### src/rtl/mem_port_arbiter_pkg.sv
// mem_arb_pkg: shared types and constants for the fetch/data memory port arbiter.
package mem_arb_pkg;
   typedef enum logic [1:0] {IDLE, ISSUE, WAIT, RESP} state_t;
   localparam logic OWNER_IF = 1'b0;
   localparam logic OWNER_DM = 1'b1;
   function automatic int cnt_width(input int lat);
      return $clog2(lat + 1);
   endfunction
endpackage

### src/rtl/mem_port_arbiter_if.sv
// mem_port_arbiter_if: fetch, data and memory-side signals of the shared memory port.
interface mem_port_arbiter_if #(parameter int ADDR_W = 32, parameter int DATA_W = 32);
   logic              if_req;
   logic [ADDR_W-1:0] if_addr;
   logic              if_ack;
   logic [DATA_W-1:0] if_rdata;
   logic              dm_req;
   logic              dm_we;
   logic [ADDR_W-1:0] dm_addr;
   logic [DATA_W-1:0] dm_wdata;
   logic              dm_ack;
   logic [DATA_W-1:0] dm_rdata;
   logic              mem_en;
   logic              mem_we;
   logic [ADDR_W-1:0] mem_addr;
   logic [DATA_W-1:0] mem_wdata;
   logic [DATA_W-1:0] mem_rdata;
   logic              busy;
   logic              owner;
   modport slave (
      input  if_req, if_addr, dm_req, dm_we, dm_addr, dm_wdata, mem_rdata,
      output if_ack, if_rdata, dm_ack, dm_rdata, mem_en, mem_we, mem_addr, mem_wdata, busy, owner
   );
   modport master (
      output if_req, if_addr, dm_req, dm_we, dm_addr, dm_wdata, mem_rdata,
      input  if_ack, if_rdata, dm_ack, dm_rdata, mem_en, mem_we, mem_addr, mem_wdata, busy, owner
   );
endinterface

### src/rtl/mem_port_arbiter_rr_pick2.sv
// rr_pick2: two-way round-robin picker; on a tie the requester that was not served last wins.
module rr_pick2
   import mem_arb_pkg::*;
(
   input  logic [1:0] req,
   input  logic       last_owner,
   output logic       grant_valid,
   output logic       grant_id
);
   always_comb begin
      grant_valid = |req;
      grant_id    = &req ? ~last_owner : req[OWNER_DM];
   end
endmodule

### src/rtl/mem_port_arbiter.sv
// mem_port_arbiter: serialises fetch and load/store accesses onto one single-port memory
// with round-robin fairness and a fixed MEM_LAT read latency.
module mem_port_arbiter
   import mem_arb_pkg::*;
#(
   parameter int ADDR_W  = 32,
   parameter int DATA_W  = 32,
   parameter int MEM_LAT = 1
) (
   input logic               clk,
   input logic               reset,
   mem_port_arbiter_if.slave bus
);
   localparam int CW = cnt_width(MEM_LAT);
   state_t            state_q, state_d;
   logic              owner_q, last_q, we_q;
   logic [ADDR_W-1:0] addr_q;
   logic [DATA_W-1:0] wdata_q, if_rdata_q, dm_rdata_q;
   logic [CW-1:0]     cnt_q;
   logic [1:0]        req;
   logic              gv, gid, last_wait;
   // The requester just acked in RESP is masked so the other side gets the next slot.
   assign req = state_q == IDLE ? {bus.dm_req, bus.if_req} :
                state_q == RESP ? (owner_q == OWNER_IF ? {bus.dm_req, 1'b0} : {1'b0, bus.if_req}) :
                2'b00;
   assign last_wait = state_q == WAIT && cnt_q == CW'(1);
   rr_pick2 u_pick (
      .req         (req),
      .last_owner  (last_q),
      .grant_valid (gv),
      .grant_id    (gid)
   );
   always_ff @(posedge clk or negedge reset)
      if (!reset) state_q <= IDLE;
      else        state_q <= state_d;
   always_comb begin
      state_d = state_q == ISSUE ? WAIT :
                state_q == WAIT  ? (last_wait ? RESP : WAIT) :
                gv ? ISSUE : IDLE;
   end
   always_comb begin
      bus.mem_en = state_q == ISSUE;
      bus.if_ack = state_q == RESP && owner_q == OWNER_IF;
      bus.dm_ack = state_q == RESP && owner_q == OWNER_DM;
      bus.busy   = state_q != IDLE;
   end
   always_ff @(posedge clk or negedge reset)
      if (!reset) begin
         owner_q    <= OWNER_IF;
         last_q     <= OWNER_DM;
         we_q       <= 1'b0;
         addr_q     <= '0;
         wdata_q    <= '0;
         cnt_q      <= '0;
         if_rdata_q <= '0;
         dm_rdata_q <= '0;
      end else begin
         if (gv) begin
            owner_q <= gid;
            addr_q  <= gid == OWNER_DM ? bus.dm_addr : bus.if_addr;
            we_q    <= gid == OWNER_DM && bus.dm_we;
            wdata_q <= gid == OWNER_DM ? bus.dm_wdata : wdata_q;
         end
         if (state_q == RESP) last_q <= owner_q;
         cnt_q <= state_q == ISSUE ? CW'(MEM_LAT) : state_q == WAIT ? cnt_q - CW'(1) : cnt_q;
         if (last_wait && !we_q && owner_q == OWNER_IF) if_rdata_q <= bus.mem_rdata;
         if (last_wait && !we_q && owner_q == OWNER_DM) dm_rdata_q <= bus.mem_rdata;
      end
   assign bus.mem_we    = we_q;
   assign bus.mem_addr  = addr_q;
   assign bus.mem_wdata = wdata_q;
   assign bus.if_rdata  = if_rdata_q;
   assign bus.dm_rdata  = dm_rdata_q;
   assign bus.owner     = owner_q;
endmodule

### src/flat_wrapper.sv
// flat-port wrapper written by rule: the top's interface ports become plain ports
module mem_port_arbiter_flat import mem_arb_pkg::*;
#(
   parameter int ADDR_W  = 32,
   parameter int DATA_W  = 32,
   parameter int MEM_LAT = 1
)
  (clk, reset, bus_if_req, bus_if_addr, bus_dm_req, bus_dm_we, bus_dm_addr, bus_dm_wdata, bus_mem_rdata, bus_if_ack, bus_if_rdata, bus_dm_ack, bus_dm_rdata, bus_mem_en, bus_mem_we, bus_mem_addr, bus_mem_wdata, bus_busy, bus_owner);
  mem_port_arbiter_if #(.ADDR_W(ADDR_W), .DATA_W(DATA_W)) bus_i ();
  input logic clk;
  input logic reset;
  input wire logic [$bits(bus_i.if_req)-1:0] bus_if_req;
  input wire logic [$bits(bus_i.if_addr)-1:0] bus_if_addr;
  input wire logic [$bits(bus_i.dm_req)-1:0] bus_dm_req;
  input wire logic [$bits(bus_i.dm_we)-1:0] bus_dm_we;
  input wire logic [$bits(bus_i.dm_addr)-1:0] bus_dm_addr;
  input wire logic [$bits(bus_i.dm_wdata)-1:0] bus_dm_wdata;
  input wire logic [$bits(bus_i.mem_rdata)-1:0] bus_mem_rdata;
  output wire logic [$bits(bus_i.if_ack)-1:0] bus_if_ack;
  output wire logic [$bits(bus_i.if_rdata)-1:0] bus_if_rdata;
  output wire logic [$bits(bus_i.dm_ack)-1:0] bus_dm_ack;
  output wire logic [$bits(bus_i.dm_rdata)-1:0] bus_dm_rdata;
  output wire logic [$bits(bus_i.mem_en)-1:0] bus_mem_en;
  output wire logic [$bits(bus_i.mem_we)-1:0] bus_mem_we;
  output wire logic [$bits(bus_i.mem_addr)-1:0] bus_mem_addr;
  output wire logic [$bits(bus_i.mem_wdata)-1:0] bus_mem_wdata;
  output wire logic [$bits(bus_i.busy)-1:0] bus_busy;
  output wire logic [$bits(bus_i.owner)-1:0] bus_owner;
  assign bus_i.if_req = bus_if_req;
  assign bus_i.if_addr = bus_if_addr;
  assign bus_i.dm_req = bus_dm_req;
  assign bus_i.dm_we = bus_dm_we;
  assign bus_i.dm_addr = bus_dm_addr;
  assign bus_i.dm_wdata = bus_dm_wdata;
  assign bus_i.mem_rdata = bus_mem_rdata;
  assign bus_if_ack = bus_i.if_ack;
  assign bus_if_rdata = bus_i.if_rdata;
  assign bus_dm_ack = bus_i.dm_ack;
  assign bus_dm_rdata = bus_i.dm_rdata;
  assign bus_mem_en = bus_i.mem_en;
  assign bus_mem_we = bus_i.mem_we;
  assign bus_mem_addr = bus_i.mem_addr;
  assign bus_mem_wdata = bus_i.mem_wdata;
  assign bus_busy = bus_i.busy;
  assign bus_owner = bus_i.owner;
  mem_port_arbiter #(.ADDR_W(ADDR_W), .DATA_W(DATA_W), .MEM_LAT(MEM_LAT)) u_core (.clk(clk), .reset(reset), .bus(bus_i));
endmodule
### config.mk
export PLATFORM = sky130hd
export DESIGN_NAME = mem_port_arbiter_flat
export DESIGN_NICKNAME = d
export VERILOG_FILES = /design/src/rtl/mem_port_arbiter_pkg.sv /design/src/rtl/mem_port_arbiter_if.sv /design/src/rtl/mem_port_arbiter_rr_pick2.sv /design/src/rtl/mem_port_arbiter.sv /design/src/flat_wrapper.sv
export SDC_FILE = /design/constraint.sdc
export NUM_CORES = 1
export LEC_CHECK = 0
export CORE_ASPECT_RATIO = 0.7
export CORE_MARGIN = 4
export CORE_UTILIZATION = 36
export CTS_CLUSTER_DIAMETER = 150
export DETAILED_ROUTE_END_ITERATION = 7
export GPL_ROUTABILITY_DRIVEN = 1
export GPL_TIMING_DRIVEN = 1
export PLACE_DENSITY = 0.8
export SLEW_MARGIN = 20
export SYNTH_ARGS = -nofsm -noshare
export SYNTH_HDL_FRONTEND = slang
export SYNTH_SLANG_ARGS = --single-unit
### constraint.sdc
create_clock -name clk -period 1.75 [get_ports clk]
set_input_delay 0.175 -clock clk [delete_from_list [all_inputs] [get_ports clk]]
set_output_delay 0.175 -clock clk [all_outputs]
set_load 0.02 [all_outputs]
==> metrics <==
Slew Limit Headroom 73.7%; design area 9570 µm²; critical path class register to register; Crit path arrival time 2.12 ns; Tmin final 1.82 ns; top_reg_cell synth dfrtp_1; PwrDens 2080 nW/µm²; Detail Route Antenna Nets 0; CTS Sinks 134; initial DRC count 196; Synth area leader dfrtp_1; failing checks setup timing; TritonCTS Buffers 17; gr usage total 20.1%; clk buf depth 2; largest fanout on the critical path 7; Synth top cells by count dfrtp_1 (133), mux2_2 (90), and2_1 (33); Max Slew Vio Count 0; vias per inst 4.99; placed wire-length estimate 11.8 mm; worst path cell trace ha_4, nor2b_4, o21a_4, o31a_4, clkbuf_16, mux2_4; Initial DRT Pass Iterations 4; die area 16700 µm²; Clock power frac 16.6%; Syn Inst Count 344; largest net degree at the start of global routing 61; period utilisation layout 104%; RSZ-0062 raised after global routing true; final setup TNS -2.26 ns; total of max-cap violations 0; per-cell routed wire length 21.8 µm; remaining global-route overflow 0; slowest cell on the critical path dfrtp_2; vias in the first global route 4552; Clock Skew 0.0110 ns; Reg clk slew, reported paths 0.06 ns; post-route insts no fill 853; gpl congestion 0.825; WL final 18.6 mm; placed cells 800; PnR worst setup slack -0.0720 ns; ranking of synthesized cells by area dfrtp_1 (63%), mux2_2 (19%), a221o_1 (6.1%); Util after Layout 67.9%; share of the synthesized area in the top cell type 63.2%; Post-synth EDFFs 0; CP endpoint kind register; row cnt 36; CTS H-tree lvls 4; yosys warns 0; # setup viols final 62; core area 14100 µm²; maximum single-stage delay on the critical path 0.43 ns; top-count cell post-synth dfrtp_1; Setup crit start kind register; DRC 0; first-pass GRT wire length 25.8 mm; #FFs+latches synth 134; Switch Pwr 7.15 mW; clock root buffer clkbuf_16; ANT cells 0; clk_lat worst skew 0.42 ns; CTS tree done; final hold violation count 0; Flop pwr share 28.6%; Placement Cell Area 8340 µm²; mapped cell area 5260 µm²; Initial Util 37.3%; Post-Place Worst Slack -0.104 ns; Worst Max-Slew Pin Slew 0.395 ns; status complete, but fails checks; Net Count, Synth 481; Synth cell types 25; DR vias 4254; ys async rst share 100%; Switching Fraction 35.8%; Fin Hold WS 0.215 ns; count of input and output buffers 266; delay-heaviest family, CP compound AO/OA/AOI/OAI gates; area growth from synthesis to layout 81.9%; share of cells above drive strength 1 28.8%; Mean Syn Cell Area 15.3 µm²; initial antenna violation count 0; Cell Int Power 12.8 mW; Die W 153 µm; data required time of the worst path 2.05 ns; f_max 549 MHz; CP Buf/Inv Count 1; type of the worst min-delay path primary input to asynchronous set/reset pin; nets@finish 788; filler instances 979; Combinational Power Share 54.8%; Die H 109 µm; LEAKAGE 4.11 nW; sequential area share after synthesis 63.7%; Peak supply drop 0.985 mV; Tot Pwr 20.0 mW; I/O pin count 267
==> worst reg2reg max path, stage by stage, from the launching register on <==
cell       delay, ns
dfrtp_2         0.43
ha_4            0.17
nor2b_4         0.16
o21a_4          0.17
o31a_4          0.28
clkbuf_16       0.20
mux2_4          0.30
==> placed cells by master, fill, tap and decap left out, types with 3 or more instances in the layout <==
cell               n
buf_12            10
nor2_1             4
mux2_4            57
ha_4               3
and2_1            32
dfrtp_1          131
clkdlybuf4s50_1  259
buf_4             12
dlygate4sd2_1      3
clkinv_2           6
a221o_1           32
buf_6              9
clkbuf_16         26
clkinv_4           4
mux2_2            39
==> sequential cells by signal, summed over array words and instances, names as in the netlist <==
signal,count
u_core.bus.if_rdata,32
u_core.bus.mem_wdata,32
u_core.state_q,2
u_core.bus.mem_we,1
u_core.bus.dm_rdata,32
u_core.cnt_q,1
u_core.bus.owner,1
u_core.last_q,1
u_core.bus.mem_addr,32
==> logic make-up (layout without fill, tap and decap cells) <==
logic type                 after synthesis  in the layout  share of synthesized area (%)
adders and majority gates                4              4                          0.951
muxes                                   96             96                           20.5
and+or+nand+nor                         44             44                           4.78
AOI/OAI and AO/OA                       42             43                           7.58
DFF                                    134            134                           63.7
buffers and inverters                   24            342                           2.42
==> worst paths after layout <==
check                                                    start                              endpoint  slack, ns  cells past startpoint
hold reg to reg            u_core.bus.dm_rdata[13]$_DFFE_PN0P_   u_core.bus.dm_rdata[13]$_DFFE_PN0P_       0.50                      1
hold / removal                                           reset  u_core.bus.mem_wdata[10]$_DFFE_PN0P_       0.21                      2
max in group asynchronous                                reset             u_core.last_q$_DFFE_PN1N_       0.82                      3
min in group clk                               bus_dm_addr[16]   u_core.bus.mem_addr[16]$_DFFE_PN0P_       0.36                      2
setup reg to reg                   u_core.state_q[0]$_DFF_PN0_  u_core.bus.mem_wdata[15]$_DFFE_PN0P_      -0.07                      6
setup / recovery                   u_core.state_q[0]$_DFF_PN0_  u_core.bus.mem_wdata[15]$_DFFE_PN0P_      -0.07                      6
==> area by class of cell <==
cell class	count	area [µm²]	area share, %
inverters	5	23.8	0.248
flip-flops and latches	134	3360	35.1
repair buffers	306	3280	34.3
well taps	190	238	2.48
clock inverters	13	110	1.15
multi-input cells	187	2120	22.2
clock buffers	18	439	4.59
==> power groups by stage <==
stage	sequential, mW	combinational (mW)	clock [mW]
after floorplan	7.42	2.92	0
after global placement	5.54	9.17	0
after detailed placement	5.63	9.39	0
after CTS	5.63	9.81	3.39
after global routing	5.90	11.4	3.53
final	5.71	10.9	3.32
==> routing by layer <==
metal	up-vias	wire length, µm	share of wire (%)	track usage, %
met5	-	0	0	0
li1	1871	-	-	-
met3	31	1180	6.4	6.82
met1	2175	7710	42	23.9
met2	177	9270	50	34.1
met4	0	391	2.1	8.20
==> repair_timing <==
action / in CTS / in global routing
pin swaps: 2 / 10
setup buffers: 4 / 5
endpoints found under the hold margin: 36 / 0
hold buffers: 1 / 0
gates resized for setup: 41 / 65
gates cloned: 2 / 12
endpoints found under the setup margin: 101 / 132
Note: power is estimated with default switching activity, not from simulation.
